**src/rtl/float_pkg.sv**
```systemverilog
// Shared single-precision float definitions for the ALU float unit.
// Holds the multiplier state encoding, format constants and field helpers.
package float_pkg;

    typedef enum logic [1:0] {
        IDLE = 2'd0,
        MUL  = 2'd1,
        NORM = 2'd2
    } state_t;

    localparam int          BIAS    = 127;
    localparam logic [7:0]  EXP_MAX = 8'hFF;
    localparam int          MANT_W  = 24;

    function automatic logic f_sign(input logic [31:0] x);
        return x[31];
    endfunction

    function automatic logic [7:0] f_exp(input logic [31:0] x);
        return x[30:23];
    endfunction

    function automatic logic [22:0] f_frac(input logic [31:0] x);
        return x[22:0];
    endfunction

endpackage

```
**src/rtl/umul24_seq.sv**
```systemverilog
// Unsigned 24x24 radix-2 shift-add multiplier, one partial product per step.
// 'last' is high during the final step so the caller can leave on the same edge.
module umul24_seq
    import float_pkg::*;
(
    input  logic                    clk,
    input  logic                    rst,
    input  logic                    load,
    input  logic                    step,
    input  logic [MANT_W-1:0]       mcand_in,
    input  logic [MANT_W-1:0]       mplr_in,
    output logic [2*MANT_W-1:0]     prod,
    output logic                    last
);

    logic [2*MANT_W-1:0] mcand;
    logic [2*MANT_W-1:0] acc;
    logic [MANT_W-1:0]   mplr;
    logic [4:0]          cnt;

    always_ff @(posedge clk or posedge rst) begin
        if (rst) begin
            mcand <= '0;
            acc   <= '0;
            mplr  <= '0;
            cnt   <= '0;
        end else if (load) begin
            mcand <= {{MANT_W{1'b0}}, mcand_in};
            acc   <= '0;
            mplr  <= mplr_in;
            cnt   <= '0;
        end else if (step) begin
            if (mplr[0])
                acc <= acc + mcand;
            mcand <= mcand << 1;
            mplr  <= mplr >> 1;
            cnt   <= cnt + 5'd1;
        end
    end

    assign prod = acc;
    assign last = (cnt == 5'(MANT_W - 1));

endmodule

```
**src/rtl/mulf_seq.sv**
```systemverilog
// Multi-cycle single-precision multiplier: start/busy/done handshake around the
// shift-add mantissa engine, with truncating normalisation and simplified specials.
module mulf_seq
    import float_pkg::*;
(
    input  logic        clk,
    input  logic        rst,
    input  logic        start,
    input  logic [31:0] a,
    input  logic [31:0] b,
    output logic [31:0] s,
    output logic        busy,
    output logic        done
);

    localparam logic signed [9:0] BIAS10 = 10'(BIAS);

    state_t state, next_state;

    logic [31:0]           areg, breg;
    logic                  load, step, last;
    logic [2*MANT_W-1:0]   prod;
    logic                  sign;
    logic [7:0]            ea, eb;
    logic signed [9:0]     e_sum, e_norm;
    logic [22:0]           frac;
    logic [31:0]           res;

    umul24_seq u_mant (
        .clk      (clk),
        .rst      (rst),
        .load     (load),
        .step     (step),
        .mcand_in ({1'b1, f_frac(a)}),
        .mplr_in  ({1'b1, f_frac(b)}),
        .prod     (prod),
        .last     (last)
    );

    always_ff @(posedge clk or posedge rst) begin
        if (rst)
            state <= IDLE;
        else
            state <= next_state;
    end

    always_comb begin
        next_state = state;
        load       = 1'b0;
        step       = 1'b0;
        case (state)
            IDLE: begin
                if (start) begin
                    load       = 1'b1;
                    next_state = MUL;
                end
            end
            MUL: begin
                step = 1'b1;
                if (last)
                    next_state = NORM;
            end
            NORM:    next_state = IDLE;
            default: next_state = IDLE;
        endcase
    end

    // Result path works only from captured operands, so a/b may move after start.
    always_comb begin
        sign   = f_sign(areg) ^ f_sign(breg);
        ea     = f_exp(areg);
        eb     = f_exp(breg);
        e_sum  = $signed({2'b00, ea}) + $signed({2'b00, eb}) - BIAS10;
        e_norm = e_sum;
        frac   = prod[45:23];
        if (prod[47]) begin
            e_norm = e_sum + 10'sd1;
            frac   = prod[46:24];
        end
        if (ea == EXP_MAX || eb == EXP_MAX)
            res = {sign, EXP_MAX, 23'h0};
        else if (ea == 8'h00 || eb == 8'h00)
            res = {sign, 31'h0};
        else if (e_norm >= 10'sd255)
            res = {sign, EXP_MAX, 23'h0};
        else if (e_norm <= 10'sd0)
            res = {sign, 31'h0};
        else
            res = {sign, e_norm[7:0], frac};
    end

    always_ff @(posedge clk or posedge rst) begin
        if (rst) begin
            areg <= '0;
            breg <= '0;
            s    <= '0;
            busy <= 1'b0;
            done <= 1'b0;
        end else begin
            done <= 1'b0;
            if (load) begin
                areg <= a;
                breg <= b;
                busy <= 1'b1;
            end
            if (state == NORM) begin
                s    <= res;
                done <= 1'b1;
                busy <= 1'b0;
            end
        end
    end

endmodule

```
**config.mk**
```make
export PLATFORM = sky130hd
export DESIGN_NAME = mulf_seq
export DESIGN_NICKNAME = d
export VERILOG_FILES = /design/src/rtl/float_pkg.sv /design/src/rtl/umul24_seq.sv /design/src/rtl/mulf_seq.sv
export SDC_FILE = /design/constraint.sdc
export NUM_CORES = 1
export LEC_CHECK = 0
export BUFFER_PORTS_ARGS = -buffer_cell sky130_fd_sc_hd__buf_4
export CORE_MARGIN = 8
export CORE_UTILIZATION = 25
export CTS_BUF_LIST = sky130_fd_sc_hd__clkbuf_4 sky130_fd_sc_hd__clkbuf_8 sky130_fd_sc_hd__clkbuf_16
export CTS_CLUSTER_DIAMETER = 200
export DETAILED_ROUTE_END_ITERATION = 10
export PLACE_DENSITY = 0.5
export SKIP_CTS_REPAIR_TIMING = 1
export SYNTH_ARGS = -nofsm -noshare
export SYNTH_HDL_FRONTEND = slang
export SYNTH_SLANG_ARGS = --single-unit
```
**constraint.sdc**
```tcl
create_clock -name clk -period 6.9 [get_ports clk]
set_input_delay 1.725 -clock clk [delete_from_list [all_inputs] [get_ports clk]]
set_output_delay 1.725 -clock clk [all_outputs]
set_load 0.1 [all_outputs]
```
* Yosys cells after proc, flatten, opt, wreduce, memory -nomap -nowiden *
Index checks and enable logic that the tools add are counted.

word-level totals
  bits in registers = 225
  input bits = 67
  output and inout bits = 34
  word-level logic and storage cells = 59

operators by class
  add/sub/neg operators = 5
  $lt $le $gt $ge = 2
  eq/ne operators = 7
  multiplexer cells = 24
  bitwise operators = 1
  reduce and logical (&&, ||, !) cells = 10

operators with widths
  operator               count
  $mux 48                5
  $mux 31                4
  $add 48x48->48         1
  $mux 24                2
  $mux 23                1
  $eq 8x8->1 const B     2
  $logic_not 8->1        2
  $add 10x2->10 const B  1
  $ge 10x9->1 const B    1
  $le 10x1->1 const B    1
  $mux 10                1
  $mux 5                 2
  $sub 9x7->10 const B   1
  $add 8x8->9            1
  $mux 1                 6
  $reduce_bool 2->1      3
  $add 5x1->5 const B    1
  $eq 5x5->1 const B     1
  $mux 2                 2
  $ne 2x2->1 const B     2
  $pmux 2 s2             1
  $reduce_and 2->1       2
  $eq 2x1->1 const B     1
  $eq 2x2->1 const B     1
  other kinds (3)        4

* Longest topological paths before layout *
  word-level depth = 9
  depth in mapped cells = 16

* Hierarchy *
From an unflattened synthesis, not the netlist that was laid out.

second synthesis, totals
  cell total of the unflattened synthesis = 1,195
  area total of the unflattened synthesis = 11,053.1 µm²

by module, submodules not included
  module      times used  cells each  area each (µm²)
  umul24_seq  1           886         7,852.5
  mulf_seq    1           309         3,200.6

* Worst setup path before layout *
OpenSTA, ideal clock, no wires.

  path type = register to register
  from = register areg[24]
  to = register s[0]
  library setup time = 122 ps
  arrival = 3,447 ps
  data required time = 6,778 ps
  slack = 3,330 ps
  stages on the path, launching flop included = 14
  period minus slack after synthesis = 3,570 ps
  path through = dfrtp_1 -> ha_1 -> ha_1 -> fa_1 -> a21o_1 -> a21oi_1 -> xnor2_1 -> nand4_1 -> or4b_1 -> a21boi_2 -> o2111ai_2 -> nand3_4 -> buf_6 -> o21ai_2

on the way
  word-level cells in the longest chain between the ends = 9
  elaborated cells on any way between the ends = 14

RTL lines
  element                   RTL line         RTL
  start: declaration        mulf_seq.sv:20   logic [31:0] areg, breg;
  start signal: assignment  mulf_seq.sv:94   areg <= '0;
  start signal: assignment  mulf_seq.sv:102  areg <= a;
  $add 8x8->9               mulf_seq.sv:73   e_sum = $signed({2'b00, ea}) + $signed({2'b00, eb}) - BIAS10;
  $sub 9x7->10              mulf_seq.sv:73
  $add 10x2->10             mulf_seq.sv:77   e_norm = e_sum + 10'sd1;
  $mux 10                   mulf_seq.sv:76   if (prod[47]) begin
  $le 10x1->1               mulf_seq.sv:86   else if (e_norm <= 10'sd0)
  $mux 31                   mulf_seq.sv:86
  $mux 31                   mulf_seq.sv:84   else if (e_norm >= 10'sd255)
  $mux 31                   mulf_seq.sv:82   else if (ea == 8'h00 || eb == 8'h00)
  $mux 31 *                 mulf_seq.sv:80   if (ea == EXP_MAX || eb == EXP_MAX)
  end signal: assignment    mulf_seq.sv:107  s <= res;
  end: declaration          mulf_seq.sv:11   output logic [31:0] s,

Every way passes the cells marked *; elsewhere a longest branch is shown, timed or not.
A chain may end at the register's enable or synchronous reset.

* Final worst setup path *
  from = register areg[24]
  to = register s[22]

Same word-level chain as after synthesis.

==> results.yml <==
outcome:
  status: "finished, final reports clean"
logic_synthesis:
  yosysSeqAreaShare_pct: 42.0
  yosys-top-cells-area: "dfrtp_1, ha_1, nand2_1, o21ai_0, a22oi_1"
  synth_fp_nets: 1303
  synth_warnings: 0
  yosys_most_used_dff: "dfrtp_1"
  synth_cell_types: 76
  synthArstFlopShare_pct: 100
  netlist_instances: 1170
  ys_ff_latch: 179
  syn_area_sq_um: 10700
  synth_edf_count: 0
  synth_top_area_cell: "dfrtp_1"
  synth_top_area_share_pct: 42.0
  syn_avg_cell_area_sq_um: 9.12
sta:
  skew_ns: 0.0116
  worst_slew_pin_slew_ns: 1.05
  setup_ws_ns: 2.78
  tns_ns: 0
  slew_headroom_pct: 30.3
  whs_ns: 0.479
  period_share_pct: 59.8
  finalSetupViolations: 0
  rsz0062_at_grt: "no"
  hold_viol_final: 0
  finalCriticalPeriod_ns: 4.12
  drv_slew: 0
  fmax_mhz: 242
cells_and_area:
  filler_cell_count: 4446
  final_core_util_pct: 29.8
  fin_area_sq_um: 12500
  layout.nets: 1367
  n_antenna_cell: 0
  multi_input_area_sq_um: 5810
  area_delta_synth_final_pct: 17.5
  instances_no_fill: 1785
  final_cell_mix: "nand2_1, dfrtp_1, o21ai_0"
  regArea_sq_um: 4480
  layout_commonest_cell: "nand2_1"
  drive_above_1_share_pct: 15.0
cts:
  cts_tree: "done"
  clk_latency_ns: 0.45
  clockBufferDepth: 2
  root_buffer: "clkbuf_16"
  cts_max_level: 4
  cts_buffers: 17
  clkTransAtPathRegs_ns: 0.07
  cts.sinks: 179
die:
  rows: 75
  die_y_microns: 223
  coreArea_sq_um: 42000
  design.die.area_sq_um: 49500
  initial_utilization_pct: 25.4
  die_w_microns: 223
  ios: 101
hold_path:
  hold_class: "flip-flop to flip-flop"
setup_path:
  required_ns: 7.26
  crit_path_start_kind: "flip-flop"
  cp_max_fo: 23
  crit_arrival_ns: 4.48
  crit_type: "flip-flop to flip-flop"
  crit_path_end_kind: "flip-flop"
place:
  hpwl_microns: 20300
  place_ws_ns: 2.79
  gp_congestion: 0.836
  placed_area_sq_um: 11900
  io_buffer_count: 100
  place_inst: 1754
grt:
  globalRoute.totalOverflow: 0
  grt_pass1_vias: 8843
  grt_max_degree: 118
  gr-usage-all-layers_pct: 11.5
  antenna_found_initial: 1
  grt_pass1_wl_microns: 47100
detailed_routing:
  drcViolationCount: 0
  drtIter0Drc: 673
  drt_pass1_iterations: 5
  wl_per_cell_microns: 15.9
  route.final.wire_length_microns: 28400
  num_vias: 8750
  vias_per_cell: 4.90
  ant_nets: 0
power_and_ir_drop:
  ir_worst_vdd_mv: 0.226
  p_leak_nw: 5.71
  powerDensity_nw_per_um2: 473
  total_power_mw: 5.93
run:
  maxCapViolations: 0
[sequential cells by signal (all words and copies together), names as in the netlist]
signal        flops
s                32
areg              9
state             2
u_mant.mcand     48
breg              9
u_mant.mplr      24
done              1
u_mant.cnt        5
u_mant.prod      48
busy              1
[logic make-up (layout without fill, tap and decap cells)]
group | after synthesis | count (layout) | share of synthesized area, %
compound gates | 392 | 392 | 24.2
xor+xnor | 48 | 48 | 3.94
fa+ha+maj | 66 | 66 | 7.88
buf+inv | 95 | 171 | 3.81
flops | 179 | 179 | 42.0
mux | 29 | 29 | 2.72
simple gates | 361 | 361 | 15.5
[layer usage]
layer,vias to the layer above,GRT usage (%),part of all wire (%)
li1,4367,-,-
met1,4182,15.1,48
met2,180,18.7,46
met3,19,2.92,5.2
met4,2,2.95,1.2
met5,-,0,0.046
[worst max-delay path: stages (launching register included)]
cell	delay (ns)
dfrtp_1	0.41
ha_1	0.30
ha_1	0.22
fa_1	0.41
a21o_1	0.18
a21oi_1	0.38
xnor2_1	0.23
nand4_1	0.29
or4_4	0.57
a41oi_4	0.33
nand3_4	0.42
o21ai_2	0.26
[final timing paths]
path / cells after the start / endpoint / slack (ns) / startpoint
max reg2reg: 11 / s[22] / 2.78 / areg[24]
max in group asynchronous: 3 / s[15] / 4.01 / rst
max: 11 / s[22] / 2.78 / areg[24]
min in group asynchronous: 2 / u_mant.mcand[1] / 1.40 / rst
min: 2 / s[12] / 0.48 / s[12]
min reg2reg: 2 / s[12] / 0.48 / s[12]
[synth_stat cells, drive strengths merged, types with 10 or more instances]
cell type,instances
a21oi,60
o21ai,159
a22o,29
nand4,16
nand2,206
inv,29
nor2,45
a22oi,48
xnor2,27
a21o,29
nor3,13
buf,10
nand3,19
ha,64
clkbuf,55
xor2,21
and3,10
dfrtp,179
mux2i,29
[area by class of cell]
class / instances / share of cell area [%]
well taps: 539 / 5.38
multi-input cells: 896 / 46.4
flip-flops and latches: 179 / 35.8
repair buffers: 111 / 6.65
inverters: 29 / 0.929
clock buffers: 21 / 3.73
clock inverters: 10 / 1.19
[where the power goes]
group          leakage [nW]  total [mW]  switching (mW)  internal, mW
combinational          3.08        3.12            1.91          1.20
sequential             2.33        1.77           0.352          1.42
clock                 0.303        1.04           0.440         0.601
(Power assumes the default switching activity.)
